File: src/rtl/branch_resolve_unit.sv
// branch_resolve_unit: final branch/jump resolution stage.
// Resolves condition and target, checks the prediction, redirects fetch.
//
// Ports:
//   clk, reset             clock / synchronous active-high reset
//   br_*                   registered branch operands from the RS/flag buffer
//   negative/zero/
//   overflow/carry         flags of rs1-rs2 (carry=1: rs1>=rs2 unsigned)
//   res_*                  per-instruction resolution pulse
//   redirect_*, flush_*    fetch redirect and flush boundary
//   btb_upd_*              BTB training strobe
//   link_*                 link-register writeback strobe
//   busy                   high while recovering from a redirect
//   branch_count,
//   mispredict_count       saturating performance counters
module branch_resolve_unit #(
    parameter int PHY_W          = 8,
    parameter int CNT_W          = 16,
    parameter int RECOVER_CYCLES = 3
) (
    input  logic             clk,
    input  logic             reset,
    input  logic             br_branch,
    input  logic             br_jump,
    input  logic             br_jalr,
    input  logic             br_pred_taken,
    input  logic             br_hit,
    input  logic [31:0]      br_pred_target,
    input  logic [PHY_W-1:0] br_phy,
    input  logic [31:0]      br_inst_num,
    input  logic [31:0]      br_pc,
    input  logic [31:0]      br_imm,
    input  logic [31:0]      br_base,
    input  logic [2:0]       br_funct3,
    input  logic             negative,
    input  logic             zero,
    input  logic             overflow,
    input  logic             carry,
    input  logic             br_link,
    output logic             res_valid,
    output logic [31:0]      res_inst_num,
    output logic             res_mispredict,
    output logic             redirect_valid,
    output logic [31:0]      redirect_pc,
    output logic [31:0]      flush_inst_num,
    output logic             btb_upd_valid,
    output logic [31:0]      btb_upd_pc,
    output logic [31:0]      btb_upd_target,
    output logic             btb_upd_taken,
    output logic             link_we,
    output logic [PHY_W-1:0] link_phy,
    output logic [31:0]      link_data,
    output logic             busy,
    output logic [CNT_W-1:0] branch_count,
    output logic [CNT_W-1:0] mispredict_count
);

    localparam int RC_W = $clog2(RECOVER_CYCLES + 1);

    typedef enum logic {
        IDLE,
        RECOVER
    } state_t;

    state_t          state_q, state_d;
    logic [RC_W-1:0] rc_q, rc_d;
    logic [31:0]     flush_d;

    logic        in_valid;
    logic        accept;
    logic        cond;
    logic        taken;
    logic [31:0] sum;
    logic [31:0] target;
    logic [31:0] pc_plus4;
    logic [31:0] next_pc;
    logic        mispredict;
    logic        redirect;
    logic        btb_we;
    logic        lnk_we;

    always_comb begin
        cond = 1'b0;
        case (br_funct3)
            3'b000:  cond = zero;
            3'b001:  cond = ~zero;
            3'b100:  cond = negative ^ overflow;
            3'b101:  cond = ~(negative ^ overflow);
            3'b110:  cond = ~carry;
            3'b111:  cond = carry;
            default: cond = 1'b0;
        endcase
    end

    // In RECOVER only instructions older than the flush point survive.
    assign in_valid = br_branch | br_jump;
    assign accept   = in_valid &
                      ((state_q == IDLE) | (br_inst_num < flush_inst_num));

    assign taken    = br_jump | (br_branch & cond);
    assign sum      = br_jalr ? (br_base + br_imm) : (br_pc + br_imm);
    assign target   = {sum[31:1], sum[0] & ~br_jalr};
    assign pc_plus4 = br_pc + 32'd4;
    assign next_pc  = taken ? target : pc_plus4;

    assign mispredict = (taken != br_pred_taken) |
                        (taken & (~br_hit | (br_pred_target != target)));

    assign redirect = accept & mispredict;
    assign btb_we   = accept & (br_branch | (br_jump & mispredict));
    assign lnk_we   = accept & br_jump & br_link;

    always_comb begin
        state_d = state_q;
        rc_d    = rc_q;
        flush_d = flush_inst_num;
        case (state_q)
            IDLE: begin
                if (redirect) begin
                    state_d = RECOVER;
                    rc_d    = RC_W'(RECOVER_CYCLES);
                    flush_d = br_inst_num;
                end
            end
            RECOVER: begin
                if (redirect) begin
                    rc_d    = RC_W'(RECOVER_CYCLES);
                    flush_d = br_inst_num;
                end else if (rc_q == RC_W'(1)) begin
                    state_d = IDLE;
                    rc_d    = '0;
                end else begin
                    rc_d = rc_q - RC_W'(1);
                end
            end
            default: begin
                state_d = IDLE;
                rc_d    = '0;
            end
        endcase
    end

    always_ff @(posedge clk) begin
        if (reset) begin
            state_q          <= IDLE;
            rc_q             <= '0;
            flush_inst_num   <= '0;
            res_valid        <= 1'b0;
            res_inst_num     <= '0;
            res_mispredict   <= 1'b0;
            redirect_valid   <= 1'b0;
            redirect_pc      <= '0;
            btb_upd_valid    <= 1'b0;
            btb_upd_pc       <= '0;
            btb_upd_target   <= '0;
            btb_upd_taken    <= 1'b0;
            link_we          <= 1'b0;
            link_phy         <= '0;
            link_data        <= '0;
            branch_count     <= '0;
            mispredict_count <= '0;
        end else begin
            state_q        <= state_d;
            rc_q           <= rc_d;
            flush_inst_num <= flush_d;

            res_valid      <= accept;
            res_inst_num   <= accept ? br_inst_num : '0;
            res_mispredict <= redirect;

            redirect_valid <= redirect;
            redirect_pc    <= redirect ? next_pc : '0;

            btb_upd_valid  <= btb_we;
            btb_upd_pc     <= btb_we ? br_pc : '0;
            btb_upd_target <= btb_we ? target : '0;
            btb_upd_taken  <= btb_we & taken;

            link_we   <= lnk_we;
            link_phy  <= lnk_we ? br_phy : '0;
            link_data <= lnk_we ? pc_plus4 : '0;

            if (accept && !(&branch_count))
                branch_count <= branch_count + CNT_W'(1);
            if (redirect && !(&mispredict_count))
                mispredict_count <= mispredict_count + CNT_W'(1);
        end
    end

    assign busy = (state_q == RECOVER);

endmodule
File: config.mk
export PLATFORM = sky130hd
export DESIGN_NAME = branch_resolve_unit
export DESIGN_NICKNAME = d
export VERILOG_FILES = /design/src/rtl/branch_resolve_unit.sv
export SDC_FILE = /design/constraint.sdc
export NUM_CORES = 1
export LEC_CHECK = 0
export BUFFER_PORTS_ARGS = -buffer_cell sky130_fd_sc_hd__buf_2
export CORE_AREA = 3 3 206 208
export DETAILED_ROUTE_END_ITERATION = 6
export DIE_AREA = 0 0 209 211
export SLEW_MARGIN = 40
export SYNTH_ARGS = -nofsm -noshare
export SYNTH_HDL_FRONTEND = slang
export SYNTH_SLANG_ARGS = --single-unit
File: constraint.sdc
create_clock -name clk -period 11.4 [get_ports clk]
set_input_delay 0.57 -clock clk [delete_from_list [all_inputs] [get_ports clk]]
set_output_delay 0.57 -clock clk [all_outputs]
set_load 0.02 [all_outputs]
=== After elaboration in Yosys (flattened, before gate mapping) ===
Index checks and enable logic that the tools add are counted.

* Flip-flop bits (word level): 240
* Input port bits: 183
* Word-level logic and storage cells: 82
* Output and inout bits: 239

* Reductions and logical operators: 11
* $add $sub $neg: 6
* Bitwise logic cells: 27
* Equality and inequality tests: 9
* Multiplexer cells: 12
* Magnitude comparators: 1

{| class="wikitable"
|+ Operators with widths
! cell !! number
|-
| 32-bit two-way mux || 3
|-
| 32-bit adder || 2
|-
| 16-bit by 1-bit adder with 16-bit output, second input constant || 2
|-
| 32-bit by 3-bit adder with 32-bit output, second input constant || 1
|-
| 32-bit less-than comparator || 1
|-
| 32-bit inequality test || 1
|-
| 16-bit AND reduction || 2
|-
| 3-bit equality test, second input constant || 4
|-
| 1-bit bitwise AND || 10
|-
| 1-bit NOT || 10
|-
| 2-bit OR reduction || 4
|-
| 2-bit two-way mux || 3
|-
| 1-bit bitwise OR || 6
|-
| 1-bit one-hot mux with 6 select lines || 1
|-
| 2-bit one-hot mux with 2 select lines || 1
|-
| 3-bit by 1-bit equality test with 1-bit output, second input constant || 1
|-
| 3-bit logical NOT || 1
|-
| 1-bit two-way mux || 3
|-
| 2-bit by 1-bit equality test with 1-bit output, second input constant || 1
|-
| 1-bit logical AND || 2
|-
| 1-bit logical NOT || 2
|-
| 2-bit inequality test, second input constant || 1
|-
| 1-bit one-hot mux with 2 select lines || 1
|-
| 2-bit by 1-bit subtractor with 2-bit output, second input constant || 1
|-
| 2 further kinds || 2
|}

=== Logic depth before layout (Yosys ltp) ===
* Word-level depth: 12
* Gate-level depth with buffers: 19
* Mapped depth without buffers: 14

=== Worst setup path before layout ===
No wires, ideal clock.

* Path type: input to register
* Start point: in br_jalr
* End point: reg mispredict_count[0]
* Stages on the path: 18
* Setup slack: 6.446 ns
* Arrival: 4.833 ns
* Required time: 11.279 ns
* Cell sequence: buf_4 clkbuf_1 mux2_2 ha_1 clkbuf_1 nand3_1 nor2_1 a31oi_2 a2111oi_0 nor2_1 xnor3_1 a2111oi_0 o2111ai_1 nor4_4 buf_6 buf_6 nor2_1 mux2_4

* Longest elaborated chain between the ends: 8
* Elaborated cells on any way between the ends: 9

{| class="wikitable"
|+ RTL lines
! element !! line !! RTL
|-
| from (decl) || 25 || <nowiki>input logic br_jalr,</nowiki>
|-
| 32-bit two-way mux or 1-bit NOT (tied branches) || 101, 102 ||
|-
| 1-bit bitwise AND || 102 || <nowiki>assign target = {sum[31:1], sum[0] & ~br_jalr};</nowiki>
|-
| 32-bit inequality test (*) || 107 || <nowiki>(taken & (~br_hit | (br_pred_target != target)));</nowiki>
|-
| 1-bit bitwise OR (*) || 107 ||
|-
| 1-bit bitwise AND (*) || 107 ||
|-
| 1-bit bitwise OR (*) || 106 || <nowiki>assign mispredict = (taken != br_pred_taken) |</nowiki>
|-
| 1-bit bitwise AND (*) || 109 || <nowiki>assign redirect = accept & mispredict;</nowiki>
|-
| 1-bit logical AND (*) || 185 || <nowiki>if (redirect && !(&mispredict_count))</nowiki>
|-
| to (signal assigned) || 186 || <nowiki>mispredict_count <= mispredict_count + CNT_W'(1);</nowiki>
|-
| to (decl) || 55 || <nowiki>output logic [CNT_W-1:0] mispredict_count</nowiki>
|}

Mark *: on every way between the ends. The rest lies on a longest branch, timed or not.
A chain may end at the register's enable or synchronous reset.

=== Final worst setup path ===
* Start point: in br_jalr
* End point: reg redirect_pc[11]

* Longest elaborated chain between the ends: 9
* Elaborated cells on any way between the ends: 11

{| class="wikitable"
|+ RTL lines
! element !! line !! RTL
|-
| 32-bit two-way mux or 1-bit NOT (tied branches) || 101, 102 ||
|-
| 1-bit bitwise AND || 102 ||
|-
| 32-bit inequality test || 107 ||
|-
| 1-bit bitwise OR || 107 ||
|-
| 1-bit bitwise AND || 107 ||
|-
| 1-bit bitwise OR || 106 ||
|-
| 1-bit bitwise AND || 109 ||
|-
| 1-bit NOT (no line) || - ||
|-
| 2-bit OR reduction (no line) || - ||
|-
| to (signal assigned) || 172 || <nowiki>redirect_pc <= redirect ? next_pc : '0;</nowiki>
|-
| to (decl) || 44 || <nowiki>output logic [31:0] redirect_pc,</nowiki>
|}

Several ways; a longest one is shown, not always the timed one.

==> impl_metrics.yaml <==
power_and_ir_drop:
  p_clk_share_pct: 37.5
  p_leak_nw: 7.219
  p_sw_mw: 0.8102
  ir_drop_mv: 0.1736
  p_int_mw: 1.748
  sequentialPowerShare_pct: 36.8
  powerDensity_mw_per_mm2: 161.8
  swShare_pct: 31.67
  comb_power_share_pct: 25.7
  total_power_mw: 2.558
worst_setup_path:
  worstSetupPathType: "primary input to register"
  slowest_stage: "or4_4"
  cp_slowest_stage_delay_ns: 0.76
  path_buf_inv: 3
  critPathLaunchType: "primary input"
  worst-path-max-fanout: 36
  cp.arrival_ns: 6.14
  required_ns: 11.86
  crit_chain: "buf_2 > buf_4 > mux2_2 > ha_1 > a21oi_1 > o21ai_0 > a221oi_1 > o21ai_0 > a311oi_2 > a2111oi_0 > o2111ai_1 > nor4_4 > buf_4 > or4_4 > a211oi_1"
  critPathCaptureType: "register"
  crit_family: "compound AO/OA/AOI/OAI gates"
floorplan:
  die_x_microns: 209
  rows: 74
  start_util_pct: 29.90
  ios: 422
  dieArea_sq_mm: 0.04410
  core-area_sq_mm: 0.04074
  fp.dieH_microns: 211
grt:
  gr-usage-met2_pct: 33.79
  antenna_found_initial: 5
  grt_most_used_layer: "met2"
  grt_max_degree: 112
  grt_pass1_wl_microns: 65210
  gr-usage-all-layers_pct: 18.62
  use_met1_pct: 21.82
  grt_pass1_vias: 11290
  overflow: 0
  grt_use_met3_pct: 4.842
route:
  finalWirelength_microns: 42930
  avgViaCountPerCell: 4.886
  drt_iter0_markers: 606
  wl_per_cell_microns: 18.55
  drt-pass1-iter-count: 5
  route.detailed.drc: 0
  ant_nets: 0
  vias: 11310
cells_and_area:
  seq_area_sq_mm: 0.004805
  multi_input_area_sq_mm: 0.006954
  final_util_pct: 38.82
  fin_area_sq_mm: 0.01582
  drive_gt1_share_pct: 29.97
  nets: 2013
  nFillCells: 4198
  areaGrowthSynthToFinish_pct: 29.83
placement:
  placed_cell_area_sq_mm: 0.01480
  post-dp-hpwl_microns: 34010
  place_congestion: 0.9205
  io_buffers: 421
clocking:
  cts.hold.buffers_added: 0
  clk_pin_slew_ns: 0.06
  cts_tree: "done"
  cts_made_buffers: 28
  cts-root-buf: "clkbuf_16"
  htree_levels: 1
  insertion_delay_ns: 0.56
  clock_path_buffers: 3
  cts_setup_buffers: 0
  postCtsResizedCells: 0
  clock-sinks: 240
logic_synthesis:
  synth_edf_count: 0
  ys.flop_type: "dfxtp_1"
  synth_cell_type_count: 69
  async_flop_share_pct: 0
  ys_warn_count: 0
  synth_seq_cells: 240
  ys_seq_area_share_pct: 39.44
  synth_nets: 1618
  avgSynthCellArea_sq_um: 8.905
  syn_area_sq_mm: 0.01218
  syn_inst: 1368
sta:
  period_needed_ns: 5.678
  period_share_pct: 49.81
  fmax_ghz: 0.1761
  final-setup-viol-count: 0
  maxSlewViolCount: 0
  worst_pin_slew_ns: 0.9867
  fin_tns_setup_ns: 0
  relSlewSlack_pct: 33.52
  skew_ns: 0.01563
  rsz0062_at_grt: "no"
  final_hold_viol_count: 0
hold_path:
  hold_path_class: "primary input to register"
outcome:
  outcome: "complete, no violations"
job:
  drv_cap: 0
## per-layer routing
metal / wire length (microns) / up-vias
li1: - / 5487
met1: 17580 / 5351
met2: 21160 / 386
met3: 3027 / 78
met4: 1124 / 8
met5: 42 / -
## power by group through the flow
stage / clock, mW / combinational, mW / sequential (mW)
2_1_floorplan: 0 / 0.333 / 1.04
3_3_place_gp: 0 / 0.651 / 0.959
3_5_place_dp: 0 / 0.658 / 0.961
4_1_cts: 0.990 / 0.661 / 0.943
5_1_grt: 1.02 / 0.718 / 0.949
6_report: 0.959 / 0.657 / 0.942
## Yosys cell counts (all sizes together) (35+ instances only)
master	number	share of area, %
mux2i	38	3.1
nand3	37	1.5
nor2	134	4.1
ha	66	6.8
nand2b	69	3.5
mux2	41	3.8
inv	54	1.7
a21oi	59	2.5
clkbuf	53	1.6
nand2	79	2.4
dfxtp	240	39
o21ai	37	1.5
xnor2	60	4.3
and2	112	5.8
xor2	35	2.5
## cell families after synthesis
group	after synthesis	share of synthesized area (%)
and+or+nand+nor	559	24.33
DFF	240	39.44
AOI/OAI and AO/OA	206	11.18
buffers and inverters	120	3.965
xor gates and xnor gates	97	7.200
muxes	79	6.943
adders and majority gates	67	6.943
## registers in the layout, summed over array words and instances (netlist names)
| register | flops |
|---|---|
| branch_count | 16 |
| btb_upd_pc | 32 |
| btb_upd_taken | 1 |
| btb_upd_target | 32 |
| btb_upd_valid | 1 |
| busy | 1 |
| flush_inst_num | 32 |
| link_data | 32 |
| link_phy | 8 |
| link_we | 1 |
| mispredict_count | 16 |
| rc_q | 2 |
| redirect_pc | 32 |
| redirect_valid | 1 |
| res_inst_num | 32 |
| res_valid | 1 |
## worst paths after layout
| kind | endpoint | slack [ns] | start | depth (start not counted) |
|---|---|---|---|---|
| min | link_phy[3] | 0.23 | br_phy[3] | 2 |
| max | redirect_pc[11] | 5.72 | br_jalr | 15 |
| min reg2reg | flush_inst_num[2] | 0.49 | flush_inst_num[2] | 2 |
| max reg2reg | btb_upd_target[15] | 7.24 | flush_inst_num[25] | 15 |
## cell usage in the layout (no fill, tap or decap), types with 54 or more instances in the layout
cell / count
xnor2_1: 60
dfxtp_1: 240
inv_1: 54
a21oi_1: 58
nand2_1: 79
and2_1: 112
nand2b_1: 69
ha_1: 66
nor2_1: 133
buf_2: 421
## final cells by class
cell class	count	share of cell area (%)
Multi-Input combinational cell	1008	43.97
Inverter	54	1.282
Sequential cell	240	30.38
Antenna cell	1	0.01582
Clock buffer	37	5.158
Clock inverter	12	1.163
Tap cell	532	4.209
Timing Repair Buffer	431	13.82
## metrics by stage
| step | worst slack (ns) | hold WS (ns) | cells |
|---|---|---|---|
| 3_3_place_gp | 4.734 | 0.4709 | 2265 |
| 6_report | 5.722 | 0.2260 | 2315 |
| 2_1_floorplan | 6.446 | 0.5012 | 1368 |
| 5_1_grt | 5.501 | 0.1989 | 2315 |
| 4_1_cts | 5.472 | 0.1850 | 2314 |
| 3_5_place_dp | 4.904 | 0.4756 | 2265 |
No activity file was read; power rests on OpenSTA's default activity.
